--- src/rtl/fp32_pkg.sv ---
// Shared FP32 constants, operand classes and divider state encoding.
package fp32_pkg;
   localparam int FP_EXP_W  = 8;
   localparam int FP_FRAC_W = 23;
   localparam int FP_BIAS   = 127;
   localparam int DIV_ITERS = 26;

   localparam logic [31:0] FP_CANON_NAN = 32'hFFC0_0000;
   localparam logic [31:0] FP_POS_INF   = 32'h7F80_0000;

   typedef enum logic [2:0] {ZERO, SUB, NORM, INF, NAN} fp_class_t;
   typedef enum logic [2:0] {S_IDLE, S_PREP, S_DIV, S_ROUND, S_DONE} div_state_t;
endpackage

--- src/rtl/fp32_unpack.sv ---
// Combinational FP32 unpack: classify the operand and normalize subnormals so
// the mantissa always has bit 23 set, with a signed unbiased exponent.
module fp32_unpack
   import fp32_pkg::*;
(
   input  logic [31:0]        i_x,
   output logic               o_sign,
   output fp_class_t          o_cls,
   output logic signed [9:0]  o_exp,
   output logic [23:0]        o_man
);
   logic [7:0]  w_e;
   logic [22:0] w_f;
   logic [4:0]  w_lz;

   assign w_e = i_x[30:23];
   assign w_f = i_x[22:0];

   // shift needed to move the highest set fraction bit up to bit 23
   always_comb begin
      w_lz = 5'd0;
      for (int i = 0; i < 23; i++)
         if (w_f[i]) w_lz = 5'(23 - i);
   end

   always_comb begin
      o_sign = i_x[31];
      o_cls  = ZERO;
      o_exp  = 10'sd0;
      o_man  = 24'd0;
      if (w_e == 8'hFF) begin
         o_cls = (w_f != 23'd0) ? NAN : INF;
      end else if (w_e == 8'd0) begin
         if (w_f != 23'd0) begin
            o_cls = SUB;
            o_man = {1'b0, w_f} << w_lz;
            o_exp = -10'sd126 - $signed({5'd0, w_lz});
         end
      end else begin
         o_cls = NORM;
         o_man = {1'b1, w_f};
         o_exp = $signed({2'b00, w_e}) - 10'sd127;
      end
   end
endmodule

--- src/rtl/fp32_div_seq.sv ---
// Iterative FP32 divider: restoring radix-2 recurrence, one quotient bit per
// clock, RNE rounding with subnormal results, valid/ready on both sides.
module fp32_div_seq
   import fp32_pkg::*;
(
   input  logic        clk,
   input  logic        rst,
   input  logic        in_valid,
   output logic        in_ready,
   input  logic [31:0] a,
   input  logic [31:0] b,
   output logic        out_valid,
   input  logic        out_ready,
   output logic [31:0] result,
   output logic        div_by_zero,
   output logic        invalid
);
   div_state_t r_state, w_next;

   logic [31:0]       r_a, r_b, r_result;
   logic              r_dbz, r_inv, r_sign;
   logic signed [9:0] r_ze;
   logic [24:0]       r_rem;
   logic [23:0]       r_mb;
   logic [25:0]       r_q;
   logic [4:0]        r_cnt;

   logic              w_sa, w_sb;
   fp_class_t         w_ca, w_cb;
   logic signed [9:0] w_ea, w_eb, w_ze0;
   logic [23:0]       w_ma, w_mb;

   fp32_unpack u_unpack_a (.i_x(r_a), .o_sign(w_sa), .o_cls(w_ca), .o_exp(w_ea), .o_man(w_ma));
   fp32_unpack u_unpack_b (.i_x(r_b), .o_sign(w_sb), .o_cls(w_cb), .o_exp(w_eb), .o_man(w_mb));

   assign w_ze0 = w_ea - w_eb + 10'sd127;

   // special-operand short cut; inf/0 is treated as inf/finite, not div-by-zero
   logic        w_special, w_spec_dbz, w_spec_inv, w_sign;
   logic [31:0] w_spec_res;
   assign w_sign = w_sa ^ w_sb;

   always_comb begin
      w_special  = 1'b1;
      w_spec_dbz = 1'b0;
      w_spec_inv = 1'b0;
      w_spec_res = FP_CANON_NAN;
      if (w_ca == NAN || w_cb == NAN) begin
         w_spec_res = FP_CANON_NAN;
      end else if ((w_ca == ZERO && w_cb == ZERO) || (w_ca == INF && w_cb == INF)) begin
         w_spec_inv = 1'b1;
      end else if (w_ca == INF) begin
         w_spec_res = {w_sign, FP_POS_INF[30:0]};
      end else if (w_cb == ZERO) begin
         w_spec_res = {w_sign, FP_POS_INF[30:0]};
         w_spec_dbz = 1'b1;
      end else if (w_ca == ZERO || w_cb == INF) begin
         w_spec_res = {w_sign, 31'd0};
      end else begin
         w_special  = 1'b0;
      end
   end

   // one recurrence step
   logic [24:0] w_diff, w_rem_nx;
   logic        w_ge;
   assign w_diff   = r_rem - {1'b0, r_mb};
   assign w_ge     = (r_rem >= {1'b0, r_mb});
   assign w_rem_nx = w_ge ? w_diff : r_rem;

   // denormalize (if needed), then RNE on guard/round/sticky
   logic [9:0]  w_sh, w_ef;
   logic [4:0]  w_sh_c;
   logic [24:0] w_qs;
   logic [25:0] w_mask;
   logic        w_st, w_inc;
   logic [32:0] w_pack;
   logic [31:0] w_rnd_res;

   always_comb begin
      w_sh   = 10'd0;
      w_sh_c = 5'd0;
      w_qs   = r_q[24:0];
      w_mask = 26'd0;
      w_ef   = $unsigned(r_ze);
      if (r_ze <= 10'sd0) begin
         w_sh   = $unsigned(10'sd1 - r_ze);
         w_sh_c = (w_sh > 10'd26) ? 5'd26 : w_sh[4:0];
         w_qs   = 25'(r_q >> w_sh_c);
         w_mask = 26'((27'd1 << w_sh_c) - 27'd1);
         w_ef   = 10'd0;
      end
      w_st      = (r_rem != 25'd0) | (|(r_q & w_mask));
      w_inc     = w_qs[1] & (w_qs[0] | w_st | w_qs[2]);
      // the carry out of the fraction lands in the exponent field directly
      w_pack    = {w_ef, w_qs[24:2]} + {32'd0, w_inc};
      w_rnd_res = (w_pack[32:23] >= 10'd255) ? {r_sign, FP_POS_INF[30:0]}
                                             : {r_sign, w_pack[30:0]};
   end

   always_ff @(posedge clk or posedge rst) begin
      if (rst) r_state <= S_IDLE;
      else     r_state <= w_next;
   end

   always_comb begin
      w_next    = r_state;
      in_ready  = 1'b0;
      out_valid = 1'b0;
      case (r_state)
         S_IDLE: begin
            in_ready = !rst;
            if (in_valid) w_next = S_PREP;
         end
         S_PREP:  w_next = w_special ? S_DONE : S_DIV;
         S_DIV:   if (r_cnt == 5'(DIV_ITERS - 1)) w_next = S_ROUND;
         S_ROUND: w_next = S_DONE;
         S_DONE: begin
            out_valid = 1'b1;
            if (out_ready) w_next = S_IDLE;
         end
         default: w_next = S_IDLE;
      endcase
   end

   always_ff @(posedge clk or posedge rst) begin
      if (rst) begin
         r_a <= 32'd0;  r_b <= 32'd0;  r_result <= 32'd0;
         r_dbz <= 1'b0; r_inv <= 1'b0; r_sign <= 1'b0;
         r_ze <= 10'sd0; r_rem <= 25'd0; r_mb <= 24'd0;
         r_q <= 26'd0;  r_cnt <= 5'd0;
      end else begin
         case (r_state)
            S_IDLE: if (in_valid) begin
               r_a <= a;
               r_b <= b;
            end
            S_PREP: begin
               r_result <= w_spec_res;
               r_dbz    <= w_spec_dbz;
               r_inv    <= w_spec_inv;
               r_sign   <= w_sign;
               r_mb     <= w_mb;
               r_q      <= 26'd0;
               r_cnt    <= 5'd0;
               // keep the quotient in [1,2) so bit 25 is always the leading one
               if (w_ma < w_mb) begin
                  r_rem <= {w_ma, 1'b0};
                  r_ze  <= w_ze0 - 10'sd1;
               end else begin
                  r_rem <= {1'b0, w_ma};
                  r_ze  <= w_ze0;
               end
            end
            S_DIV: begin
               r_rem <= w_rem_nx << 1;
               r_q   <= {r_q[24:0], w_ge};
               r_cnt <= r_cnt + 5'd1;
            end
            S_ROUND: r_result <= w_rnd_res;
            default: ;
         endcase
      end
   end

   assign result      = r_result;
   assign div_by_zero = r_dbz;
   assign invalid     = r_inv;
endmodule

--- config.mk ---
export PLATFORM = sky130hd
export DESIGN_NAME = fp32_div_seq
export DESIGN_NICKNAME = d
export VERILOG_FILES = /design/src/rtl/fp32_pkg.sv /design/src/rtl/fp32_unpack.sv /design/src/rtl/fp32_div_seq.sv
export SDC_FILE = /design/constraint.sdc
export NUM_CORES = 1
export LEC_CHECK = 0
export BUFFER_PORTS_ARGS = -buffer_cell sky130_fd_sc_hd__buf_4
export CORE_MARGIN = 2
export CORE_UTILIZATION = 35
export CTS_BUF_LIST = sky130_fd_sc_hd__clkbuf_4 sky130_fd_sc_hd__clkbuf_8 sky130_fd_sc_hd__clkbuf_16
export DETAILED_ROUTE_END_ITERATION = 6
export GPL_TIMING_DRIVEN = 0
export PLACE_DENSITY_LB_ADDON = 0.08
export SLEW_MARGIN = 40
export SYNTH_ARGS = -nofsm -noshare
export SYNTH_HDL_FRONTEND = slang
export SYNTH_SLANG_ARGS = --single-unit
--- constraint.sdc ---
create_clock -name clk -period 9.05 [get_ports clk]
set_clock_uncertainty 0.05 [all_clocks]
set_input_delay 0.905 -clock clk [delete_from_list [all_inputs] [get_ports clk]]
set_output_delay 0.905 -clock clk [all_outputs]
set_load 0.01 [all_outputs]
# ---- Word level (Yosys, flattened, before mapping)
# Index checks and enable logic that the tools add are counted.
dict set report totals {
  elab_cells 173
  reg_bits 192
  output_inout_bits 36
}
dict set report classes {
  n_reduce_logical 19
  n_bitwise 6
  eq_ne 14
  n_addsub 12
  shift 4
  magnitude_cmp 5
  n_mux 101
}
# operator count
set op_table {}
lappend op_table {{two-way mux 5 bit} 47}
lappend op_table {{two-way mux 24 bit} 7}
lappend op_table {{two-way mux 32 bit} 5}
lappend op_table {{two-way mux 10 bit} 8}
lappend op_table {{one-hot mux 32 bit (2 select lines)} 1}
lappend op_table {{one-hot mux 26 bit (2 select lines)} 1}
lappend op_table {{two-way mux 25 bit} 2}
lappend op_table {{one-hot mux 25 bit (2 select lines)} 1}
lappend op_table {{<< shifter 23 x 5 -> 24 bit} 2}
lappend op_table {{nonzero test 23 bit} 2}
lappend op_table {{adder 33 x 1 -> 33 bit} 1}
lappend op_table {{two-way mux 31 bit} 1}
lappend op_table {{AND 26 bit} 1}
lappend op_table {{two-way mux 26 bit} 1}
lappend op_table {{OR reduction 26 bit} 1}
lappend op_table {{<< shifter 1 x 5 -> 26 bit (first input constant)} 1}
lappend op_table {{>> shifter 26 x 5 -> 25 bit} 1}
lappend op_table {{subtractor 26 x 1 -> 26 bit (second input constant)} 1}
lappend op_table {{greater-or-equal comparator 25 x 24 -> 1 bit} 1}
lappend op_table {{nonzero test 25 bit} 1}
lappend op_table {{< comparator 24 bit} 1}
lappend op_table {{two-way mux 3 bit} 8}
lappend op_table {{subtractor 24 bit} 1}
lappend op_table {{subtractor 8 x 6 -> 9 bit (first input constant)} 2}
lappend op_table {{30 further kinds} 63}

# ---- Longest topological paths before layout
# Gate-level depths: netlist (run 1).
dict set report depth {
  ltp_word 31
  ltp_mapped 32
  depth_no_buf 30
}

# ---- Hierarchy
# A second synthesis (run 1) with hierarchy kept.
dict set report hier_totals {
  hier_cells 2240
  hier_area_um2 18046.1
}
# mod cells_per_inst n_inst area_per_inst_um2
set by_module_without_submodules {}
lappend by_module_without_submodules {fp32_div_seq 1592 1 13939.6}
lappend by_module_without_submodules {fp32_unpack 324 2 2053.2}

# ---- Worst setup path before layout (run 1)
# OpenSTA, ideal clock, no wires.
dict set report synth_path {
  path_kind {register to register}
  from {register r_b[4]}
  to {register r_ze[9]}
  setup_ps 133
  path_buffers 4
  path_stages_with_launch 31
  setup_slack_ps 3030
  period_less_slack_ps 6020
  t_arrival_ps 5837
  path_cell_list {dfrtp_1 clkbuf_1 nor2_1 o31ai_1 a211oi_1 o31ai_1 a211oi_1 o31a_1 or2_2 clkbuf_1 clkbuf_1 buf_1 nand2_1 nor2_1 a221oi_1 or2_2 ha_1 a21o_1 a21o_1 a21o_1 a21oi_1 nor2b_1 o21ai_0 nand2b_1 a221oi_1 o31ai_1 or4_1 nor3_1 nand3_1 xnor2_1 o21ai_0}
}
dict set report synth_via {
  elab_chain_len 27
  elab_cells_between_ends 33
}
# item line
set synth_rtl {}
lappend synth_rtl {{from (decl)} fp32_div_seq.sv:20} ;# logic [31:0] r_a, r_b, r_result;
lappend synth_rtl {{from (signal assigned)} fp32_div_seq.sv:128} ;# r_a <= 32'd0; r_b <= 32'd0; r_result <= 32'd0;
lappend synth_rtl {{from (signal assigned)} fp32_div_seq.sv:136} ;# r_b <= b;
lappend synth_rtl {{two-way mux 5 bit (19 in a row)} fp32_unpack.sv:23} ;# if (w_f[i]) w_lz = 5'(23 - i);
lappend synth_rtl {{subtractor 8 x 6 -> 9 bit} fp32_unpack.sv:37} ;# o_exp = -10'sd126 - $signed({5'd0, w_lz});
lappend synth_rtl {{two-way mux 10 bit} fp32_unpack.sv:34} ;# if (w_f != 23'd0) begin
lappend synth_rtl {{two-way mux 10 bit} fp32_unpack.sv:33} ;# end else if (w_e == 8'd0) begin
lappend synth_rtl {{two-way mux 10 bit} fp32_unpack.sv:31} ;# if (w_e == 8'hFF) begin
lappend synth_rtl {{subtractor 10 bit} fp32_div_seq.sv:36} ;# assign w_ze0 = w_ea - w_eb + 10'sd127;
lappend synth_rtl {{adder 10 x 8 -> 10 bit} fp32_div_seq.sv:36}
lappend synth_rtl {{subtractor 10 x 2 -> 10 bit} fp32_div_seq.sv:149} ;# r_ze <= w_ze0 - 10'sd1;
lappend synth_rtl {{two-way mux 10 bit (*)} fp32_div_seq.sv:147} ;# if (w_ma < w_mb) begin
lappend synth_rtl {{to (signal assigned)} fp32_div_seq.sv:149}
lappend synth_rtl {{to (signal assigned)} fp32_div_seq.sv:152} ;# r_ze <= w_ze0;
lappend synth_rtl {{to (decl)} fp32_div_seq.sv:22} ;# logic signed [9:0] r_ze;
# Mark *: on every way between the ends. The rest lies on a longest branch, timed or not.
# A chain may end at the register's enable or synchronous reset.

# ---- Worst setup path after layout (run 1)
dict set report layout_path {
  from {register r_ze[1]}
  to {register r_result[21], in the netlist result[21]}
}
dict set report layout_via {
  elab_chain_len 16
  elab_cells_between_ends 20
}
# item line
set layout_rtl {}
lappend layout_rtl {{subtractor 2 x 10 -> 10 bit} fp32_div_seq.sv:87} ;# w_sh = $unsigned(10'sd1 - r_ze);
lappend layout_rtl {{> comparator 10 x 5 -> 1 bit} fp32_div_seq.sv:88} ;# w_sh_c = (w_sh > 10'd26) ? 5'd26 : w_sh[4:0];
lappend layout_rtl {{two-way mux 5 bit} fp32_div_seq.sv:88}
lappend layout_rtl {{<< shifter 1 x 5 -> 26 bit} fp32_div_seq.sv:90} ;# w_mask = 26'((27'd1 << w_sh_c) - 27'd1);
lappend layout_rtl {{subtractor 26 x 1 -> 26 bit} fp32_div_seq.sv:90}
lappend layout_rtl {{two-way mux 26 bit} fp32_div_seq.sv:86} ;# if (r_ze <= 10'sd0) begin
lappend layout_rtl {{AND 26 bit} fp32_div_seq.sv:93} ;# w_st = (r_rem != 25'd0) | (|(r_q & w_mask));
lappend layout_rtl {{OR reduction 26 bit} fp32_div_seq.sv:93}
lappend layout_rtl {{OR 1 bit} fp32_div_seq.sv:93}
lappend layout_rtl {{OR 1 bit (2 in a row)} fp32_div_seq.sv:94} ;# w_inc = w_qs[1] & (w_qs[0] | w_st | w_qs[2]);
lappend layout_rtl {{AND 1 bit} fp32_div_seq.sv:94}
lappend layout_rtl {{adder 33 x 1 -> 33 bit (*)} fp32_div_seq.sv:96} ;# w_pack = {w_ef, w_qs[24:2]} + {32'd0, w_inc};
lappend layout_rtl {{greater-or-equal comparator 10 x 8 -> 1 bit} fp32_div_seq.sv:97} ;# w_rnd_res = (w_pack[32:23] >= 10'd255) ? {r_sign, FP_POS_INF[30:0]}
lappend layout_rtl {{two-way mux 31 bit (*)} fp32_div_seq.sv:97}
lappend layout_rtl {{one-hot mux 32 bit (2 select lines) (*)} fp32_div_seq.sv:133} ;# case (r_state)
lappend layout_rtl {{to (signal assigned)} fp32_div_seq.sv:139} ;# r_result <= w_spec_res;
lappend layout_rtl {{to (signal assigned)} fp32_div_seq.sv:160} ;# S_ROUND: r_result <= w_rnd_res;
lappend layout_rtl {{to (decl)} fp32_div_seq.sv:20}
# Marked as above.

==> results of run 1 <==
-- final cells by class --
| type | instances | area, um^2 |
|---|---|---|
| Inverter | 85 | 330 |
| Clock inverter | 14 | 165 |
| Clock buffer | 18 | 439 |
| Timing Repair Buffer | 109 | 873 |
| Buffer | 179 | 737 |
| Multi-Input combinational cell | 1773 | 11800 |
| Tap cell | 672 | 841 |
| Sequential cell | 192 | 4800 |
| Fill cell | 5298 | 29900 |
-- worst max path at each step --
stage	from	to	slack (ns)	cells after the start
2_1_floorplan	rst	div_by_zero	2.87	1
3_3_place_gp	rst	r_b[22]	0.24	2
3_5_place_dp	r_ze[1]	result[21]	0.40	25
4_1_cts	r_ze[1]	result[21]	0.32	25
5_1_grt	r_ze[1]	result[19]	0.10	25
6_report	r_ze[1]	result[21]	0.60	25
-- layer usage --
metal	GRT usage [%]	up-vias	wire length, um	share of wire (%)
met4	11.6	0	3050	3.7
met1	44.0	9335	38000	46
met3	4.48	140	5380	6.5
li1	-	8583	-	-
met2	50.0	850	37000	44
met5	0	-	0	0
-- kinds of logic (layout without fill, tap and decap cells) --
group | after synthesis | in the layout | synth area share [%]
mux | 116 | 116 | 7.33
simple gates | 760 | 760 | 20.9
flops | 192 | 192 | 27.3
buf+inv | 264 | 405 | 5.97
fa+ha+maj | 78 | 78 | 5.63
compound gates | 741 | 741 | 28.9
xor+xnor | 78 | 78 | 3.88
-- stage by stage --
step | std cells | hold WS, ns | worst slack (ns)
after floorplan | 2229 | 0.399 | 2.87
after global placement | 3004 | 0.416 | 0.239
after detailed placement | 3010 | 0.422 | 0.401
after CTS | 3042 | 0.425 | 0.323
after global routing | 3042 | 0.446 | 0.102
final | 3042 | 0.424 | 0.596
-- synthesized netlist by cell type (22+ instances only) --
cell,number
nor3_1,80
o22ai_1,29
a211oi_1,36
clkbuf_1,147
xnor2_1,46
a22oi_1,22
mux2i_1,50
a21o_1,40
nand2b_1,26
dfrtp_1,192
ha_1,76
nor2_1,158
mux2_2,62
xor2_1,32
inv_1,82
nand4_1,34
a21oi_1,125
a22o_1,56
o21ai_0,175
o31ai_1,39
o211ai_1,27
nand3_1,74
nor4_1,31
nand2_1,246
-- power groups by stage --
stage	clock network [mW]	logic [mW]	registers, mW
after floorplan	0	4.58	1.45
after global placement	0	6.79	1.58
after detailed placement	0	6.80	1.59
after CTS	0.831	6.84	1.58
after global routing	0.861	7.54	1.64
final	0.809	7.00	1.59
-- repair_timing --
| item | 4_1_cts | 5_1_grt |
|---|---|---|
| endpoints found under the setup margin | 0 | 26 |
| hold buffers | 0 | 0 |
| gates resized for setup | 0 | 5 |
-- worst register-to-register path, stage by stage, from the launching register on --
cell	delay, ns
dfrtp_1	0.45
clkbuf_2	0.29
clkinvlp_4	0.31
clkbuf_2	0.39
ha_1	0.22
clkbuf_1	0.35
nor3b_1	0.32
mux2i_1	0.29
o21a_1	0.30
buf_2	0.31
buf_1	0.54
clkbuf_1	0.51
nor4_1	0.14
o41ai_1	0.73
o221ai_1	0.35
a22oi_1	0.29
and2_0	0.32
ha_1	0.23
and4_1	0.29
nand2_2	0.18
nor4_1	0.25
mux2_2	0.41
nand4_1	0.12
nor3b_2	0.38
buf_6	0.21
a22o_1	0.13
-- sequential cells by signal, indices dropped and copies added (netlist names), 3 cells and up --
| name | count |
|---|---|
| r_a | 32 |
| r_q | 26 |
| r_mb | 24 |
| r_rem | 25 |
| r_cnt | 5 |
| r_state | 3 |
| result | 32 |
| r_ze | 10 |
| r_b | 32 |
-- placed cells by master, fill, tap and decap left out, drive strengths merged, types with 56 or more instances in the layout --
master,netlist,routed
nor2,158,158
mux2,62,62
nand3,74,74
a22o,56,56
o21ai,180,180
a21oi,126,126
inv,82,90
buf,29,138
clkbuf,150,168
dfrtp,192,192
nand2,247,247
nor3,82,82
ha,76,76
==> qor.yml, run 1 <==
netlist.area_leader.share_pct: 27.3
finalMaxSlewViolations: 0
rrSetupSlack_ns: 0.60
worst_r2r_startpoint: "r_ze[1]"
synth_area_um2: 17600
antenna_found_initial: 0
switching_share_pct: 57.8
rsz0062_at_grt: "false"
htree_levels: 4
syn_area_per_cell_um2: 7.89
drc_errors: 0
worstPathRequired_ns: 9.43
power_density_nw_per_um2: 470
via_per_inst: 6.22
syn_to_final_growth_pct: 13.7
nets: 2503
die-area_um2: 52100
post_drt_wl_per_cell_um: 27.4
synth-edff-count: 0
min_path_type: "input port to asynchronous set/reset pin"
cts_buffers: 17
post_dp_cell_area_um2: 19400
internal_power_mw: 3.97
synth-async-reset-ratio_pct: 100
fmax_mhz: 118
synth_ff_type: "dfrtp_1"
routed_wl_mm: 83.4
cts_setup_buffers: 0
drtIter0Drc: 1929
design_area_um2: 20000
leakagePower_nw: 8.17
rows: 82
worst-path-buf-inv: 8
grt_pass1_vias: 18425
clk_pin_slew_ns: 0.09
grt_pass1_wl_mm: 124
tns_ns: 0
start_util_pct: 35.3
overflow: 0
clk_latency_ns: 0.50
postLayoutCoreUtil_pct: 40.1
rr_endpoint: "result[21]"
gp_congestion: 0.961
critPathTopFamily: "buffers and inverters"
yosys-top-cells-area: "dfrtp_1 (27%), ha_1 (5.4%), nand2_1 (5.2%), o21ai_0 (5.0%), mux2_2 (4.0%)"
ir_drop_mv: 0.214
maxCapViolCount: 0
worst-setup-path-type: "flop to flop"
switchingPower_mw: 5.43
synth_warnings: 0
combPwrFrac_pct: 74.5
p_clk_share_pct: 8.6
synth-seq-cells: 192
vias: 18908
antennaDiodeCount: 0
worstSetupStartpointType: "flop"
clock-sinks: 192
dieHeight_um: 228
fin_crit_ns: 8.45
yosysTopAreaCell: "dfrtp_1"
cpMaxStageDelayCell: "o41ai_1"
grt_max_degree: 77
pwr-share-seq_pct: 16.9
slowest_delay_ns: 0.73
r2r_cells: 25
port_buffers: 103
ant_nets: 0
coreArea_um2: 49900
ys_types: 95
cp_max_fo: 10
first_pass_iters: 7
cp.arrival_ns: 8.84
slew_headroom_pct: 40.4
dp_hpwl_mm: 65.5
yosysSeqAreaShare_pct: 27.3
drive_above_1_share_pct: 12.0
p_total_mw: 9.40
io_pins: 104
period_share_pct: 93.4
status: "finished, final reports clean"
track_usage_pct: 31.7
hold_viol: 0
die_w_um: 228
cts_tree: "yes"
worst_pin_slew_ns: 0.891
synth_nets: 2375
cts_root_buf: "clkbuf_16"
syn_inst: 2229
worstSetupEndpointType: "flop"
finalSetupViolCount: 0
cts.path.max_buffers: 2
Note: power is estimated with default switching activity, not from simulation.
==> inputs of run 2 (changes only) <==
RECOVER_POWER = 50   (was default)
==> run 2 against run 1 <==
Non-clock buffer count did not move; total power fell by 0.23%; clock power barely moved; global-route usage is the same; register-to-register slack lost 0.07 ns; sequential share of layout area is 0.18 points higher; fmax down 0.82%; highest routed layer unchanged; the flow now finishes with violations (capacitance limit, slew limit); critical path type unchanged; final area is 0.73% lower.
==> qor.yml, run 2 (synthesis results as in run 1) <==
start_util_pct: 35.3  # unchanged
post_drt_wl_per_cell_um: 27.4  # -0.25%
grt_pass1_wl_mm: 124  # unchanged
worstSetupStartpointType: "flop"
slew_headroom_pct: -174  # -210 points
maxCapViolCount: 3  # +3
drive_above_1_share_pct: 11.1  # -0.89 points
whs_path_depth: 2
clk_latency_ns: 0.50  # about the same
ant_nets: 0  # unchanged
cp_max_fo: 10  # unchanged
layout_commonest_cell: "nand2_1"
htree_levels: 4  # unchanged
rsz0062_at_grt: "false"
drtIter0Drc: 1810  # -6.2%
fmax_mhz: 117  # -0.82%
finalSetupViolCount: 0  # unchanged
coreArea_um2: 49900  # unchanged
worst-path-buf-inv: 8  # unchanged
dieHeight_um: 228  # unchanged
path_depth: 25  # unchanged
grt_pass1_vias: 18425  # unchanged
r2r_cells: 25  # unchanged
dp_hpwl_mm: 65.5  # unchanged
violations: "capacitance limit, slew limit"
cts_buffers: 17  # unchanged
antennaDiodeCount: 0  # unchanged
routed_wl_mm: 83.2  # -0.25%
worst_pin_slew_ns: 4.11  # +3.22 ns
min_path_type: "flop to flop"
clock-sinks: 192  # unchanged
grt_max_degree: 77  # unchanged
gp_congestion: 0.961  # unchanged
nets: 2503  # unchanged
instances_no_fill: 3042  # unchanged
ir_drop_mv: 0.213  # -0.28%
period_share_pct: 94.2  # +0.77 points
drc_errors: 0  # unchanged
fin_crit_ns: 8.52  # +0.0698 ns
cts_setup_buffers: 0  # unchanged
cpMaxStageDelayCell: "o41ai_1"
status: "finished with violations"
rrSetupSlack_ns: 0.53  # -0.07 ns
finalMaxSlewViolations: 196  # +196
port_buffers: 103  # unchanged
track_usage_pct: 31.7  # unchanged
final_cell_mix: "nand2_1 (246), dfrtp_1 (192), o21ai_0 (175)"
cts.path.max_buffers: 2  # unchanged
antenna_found_initial: 0  # unchanged
clk_pin_slew_ns: 0.09  # about the same
syn_to_final_growth_pct: 12.9
worstSetupEndpointType: "flop"
die_w_um: 228  # unchanged
cts_tree: "yes"
fillers: 5328  # +0.57%
critPathTopFamily: "buffers and inverters"
io_pins: 104  # unchanged
cts_resized: 0  # unchanged
die-area_um2: 52100  # unchanged
leakagePower_nw: 8.05  # -1.4%
vias: 18908  # unchanged
via_per_inst: 6.22  # unchanged
first_pass_iters: 6  # -1
worst-setup-path-type: "flop to flop"
cts_root_buf: "clkbuf_16"
holdBufCountCts: 0  # unchanged
tns_ns: 0  # unchanged
rows: 82  # unchanged
overflow: 0  # unchanged
place_inst: 3010  # unchanged
cp.arrival_ns: 8.91  # +0.07 ns
power_density_nw_per_um2: 472  # +0.50%
hold_viol: 0  # unchanged
worstPathRequired_ns: 9.43  # about the same
slowest_delay_ns: 0.74  # about the same
## run 2: cell types whose count changed in the layout (fill, tap and decap cells not counted), sizes merged
| cell | before | now |
|---|---|---|
| clkbuf | 168 | 189 |
| clkinvlp | 3 | 4 |
| buf | 138 | 117 |
| inv | 90 | 89 |
## run 2: stage by stage
stage          area, um^2  hold WS [ns]  worst slack (ns)  util (%)  total power, mW
3_5_place_dp        19400         0.422             0.401      38.9             8.39
2_1_floorplan       17600         0.399              2.87         -             6.03
4_1_cts             20000         0.425             0.323      40.1             9.25
5_1_grt             19900         0.471             0.102      39.8             10.0
6_report            19900         0.431             0.527      39.8             9.38
3_3_place_gp        19200         0.416             0.239      38.5             8.38
## run 2: report_power, final
| group | internal, mW | switching [mW] |
|---|---|---|
| logic | 2.36 | 4.62 |
| clock network | 0.402 | 0.406 |
| registers | 1.20 | 0.391 |
## run 2: final cells by class
type / instances / area, um^2 / area share, %
Clock inverter: 14 / 165 / 0.832
Clock buffer: 18 / 439 / 2.21
Sequential cell: 192 / 4800 / 24.2
Timing Repair Buffer: 109 / 734 / 3.70
Tap cell: 672 / 841 / 4.23
Inverter: 85 / 324 / 1.63
Multi-Input combinational cell: 1773 / 11800 / 59.5
Buffer: 179 / 737 / 3.71
## run 2: metal layers
metal	vias up	share of wire [%]	GRT usage (%)
met5	-	0	0
li1	8579	-	-
met2	858	44	50.0
met4	0	3.8	11.6
met1	9306	45	44.0
met3	165	6.4	4.48
## run 2: worst paths after layout
kind | from | to
worst max-delay path | r_ze[1] | result[21]
worst min-delay path | r_mb[5] | r_mb[5]
worst max register to register | r_ze[1] | result[21]
worst min register to register | r_mb[5] | r_mb[5]
max in group asynchronous | rst | r_b[15]
min in group asynchronous | rst | result[27]
## run 2: worst register-to-register path, delay by kind of cell (launching register included)
| family | cells | cell delay (ns) |
|---|---|---|
| mux | 2 | 0.71 |
| flops | 1 | 0.45 |
| buf+inv | 8 | 2.94 |
| simple gates | 8 | 2.02 |
| compound gates | 5 | 1.83 |
| fa+ha+maj | 2 | 0.45 |
==> inputs of run 3 (changes only) <==
BUFFER_PORTS_ARGS = default   (was -buffer_cell sky130_fd_sc_hd__buf_4)
DONT_BUFFER_PORTS = 1   (was default)
SKIP_CTS_REPAIR_TIMING = 1   (was default)
==> run 3 against run 2 <==
The flow still finishes with violations (capacitance limit, slew limit); first-iteration DRC count is 16% higher; non-clock buffer count down 104; register-to-register slack lost 0.23 ns; total power fell by 1.7%; core utilization is 1.5 points lower; fmax down 2.6%; largest cell class unchanged; largest power group unchanged.
==> qor.yml, run 3 (synthesis results as in run 1) <==
cp.arrival_ns: 9.13  # +0.22 ns
combPwrFrac_pct: 74.3  # about the same
io_pins: 104  # unchanged
violations: "capacitance limit, slew limit"
leakagePower_nw: 7.60  # -5.7%
pwr-share-seq_pct: 17.4  # +0.4 points
track_usage_pct: 31.0  # -0.65 points
internal_power_mw: 3.88  # -2.0%
p_clk_share_pct: 8.3  # -0.3 points
status: "finished with violations"
syn_to_final_growth_pct: 8.66
rr_endpoint: "result[12]"
slew_headroom_pct: -176  # -1.6 points
cp_max_fo: 10  # unchanged
whs_path_depth: 2  # unchanged
multi_input_area_um2: 11800  # about the same
final_cell_mix: "nand2_1 (246), dfrtp_1 (192), o21ai_0 (175)"
antenna_found_initial: 1  # +1
hold_viol: 0  # unchanged
cpMaxStageDelayCell: "o21ai_1"
rows: 82  # unchanged
grt_pass1_vias: 17879  # -3.0%
power_density_nw_per_um2: 482  # +2.1%
rrSetupSlack_ns: 0.30  # -0.23 ns
cts_tree: "yes"
switchingPower_mw: 5.34  # -1.4%
cts.path.max_buffers: 2  # unchanged
layout_commonest_cell: "nand2_1"
vias: 18596  # -1.7%
gp_congestion: 0.962  # +0.12%
drc_errors: 0  # unchanged
register_area_um2: 4800  # unchanged
maxCapViolCount: 2  # -1
drive_above_1_share_pct: 7.68  # -3.5 points
nets: 2399  # -4.2%
die_w_um: 228  # unchanged
finalSetupViolCount: 0  # unchanged
fillers: 5338  # +0.19%
die-area_um2: 52100  # unchanged
layout_setup_ws_ns: 0.301  # -0.226 ns
ir_drop_mv: 0.189  # -11%
fin_crit_ns: 8.75  # +0.226 ns
cp_common_cell: "clkbuf_1"
tns_ns: 0  # unchanged
clk_latency_ns: 0.49  # about the same
port_buffers: 0  # -100%
cts_buffers: 17  # unchanged
fmax_mhz: 114  # -2.6%
first_pass_iters: 7  # +1
coreArea_um2: 49900  # unchanged
critPathTopFamily: "buffers and inverters"
gr-usage-met2_pct: 49.3  # -0.71 points
routed_wl_mm: 81.3  # -2.2%
overflow: 0  # unchanged
holdPathEnd: "r_mb[12]"
via_per_inst: 6.33  # +1.8%
min_path_type: "flop to flop"
clk_pin_slew_ns: 0.08  # about the same
crit_chain: "clkbuf_1 > clkinv_1 > clkbuf_1 > ha_1 > clkbuf_1 > nor3b_1 > mux2i_1 > o21ai_1 > buf_2 > buf_1 > nand3_1 > o31ai_1 > o221ai_1 > a22oi_1 > and2_0 > ha_1 > and4_1 > nand2_2 > nor4_1 > mux2_2 > nand4_1 > nor3b_2 > buf_6 > a22o_1"
pre_cts_ws_ns: 0.384  # -0.0173 ns
worst_r2r_startpoint: "r_ze[1]"
slowest_delay_ns: 0.66  # -0.08 ns
post_drt_wl_per_cell_um: 27.7  # +1.2%
worstSetupStartpointType: "flop"
finalMaxSlewViolations: 140  # -29%
period_share_pct: 96.7  # +2.5 points
cts_root_buf: "clkbuf_16"
min-delay-start: "r_mb[12]"
rsz0062_at_grt: "false"
worstSetupEndpointType: "flop"
htree_levels: 4  # unchanged
grt.busiest_layer: "met2"
worstPathRequired_ns: 9.44  # about the same
clock-sinks: 192  # unchanged
switching_share_pct: 57.9  # +0.15 points
grt_pass1_wl_mm: 122  # -1.9%
worst-path-buf-inv: 7  # -1
antennaDiodeCount: 0  # unchanged
use_met3_pct: 4.73  # +0.25 points
grt_max_degree: 76  # -1.3%
ant_nets: 0  # unchanged
r2r_cells: 24  # -4.0%
met1_usage_pct: 42.7  # -1.3 points
worst_pin_slew_ns: 4.14  # +0.0245 ns
dp_hpwl_mm: 64.0  # -2.3%
dieHeight_um: 228  # unchanged
worst-setup-path-type: "flop to flop"
drtIter0Drc: 2098  # +16%
start_util_pct: 35.3  # unchanged
run 3: per-layer routing:
metal / vias up / part of all wire [%]
met4: 0 / 3.6
met3: 159 / 7.1
met2: 951 / 45
met1: 9107 / 44
li1: 8379 / -
met5: - / 0
run 3: layout make-up:
type,count,area share (%)
Buffer,178,3.81
Clock buffer,20,2.41
Clock inverter,12,0.524
Inverter,85,1.68
Multi-Input combinational cell,1773,61.8
Sequential cell,192,25.1
Tap cell,672,4.40
Timing Repair Buffer,6,0.295
run 3: worst min-delay path: stages, from the launching register on:
cell and delay, ns:
dfrtp_1 0.35, nand2_1 0.05, o21ai_0 0.06
run 3: worst max-delay path by stage:
stage	from	cells after the start	slack, ns	to
after floorplan	rst	1	2.87	div_by_zero
after global placement	r_ze[1]	25	0.27	result[15]
after detailed placement	r_ze[1]	25	0.38	result[15]
after CTS	r_ze[1]	25	0.37	result[12]
after global routing	r_ze[1]	24	0.19	result[19]
final	r_ze[1]	24	0.30	result[12]
run 3: power by group through the flow:
stage	registers, mW	logic (mW)	clock network, mW
global route	1.66	7.41	0.814
floorplan	1.45	4.58	0
detailed placement	1.61	6.66	0
CTS	1.60	6.70	0.781
finish	1.61	6.85	0.761
global placement	1.61	6.67	0
run 3: metrics by stage:
step / utilization, % / hold slack [ns] / power, mW / cells / instance area (um^2)
floorplan: - / 0.399 / 6.03 / 2229 / 17600
global placement: 37.0 / 0.415 / 8.27 / 2901 / 18400
detailed placement: 37.3 / 0.423 / 8.28 / 2907 / 18600
CTS: 38.4 / 0.248 / 9.08 / 2939 / 19100
global route: 38.3 / 0.469 / 9.88 / 2938 / 19100
finish: 38.3 / 0.438 / 9.22 / 2938 / 19100
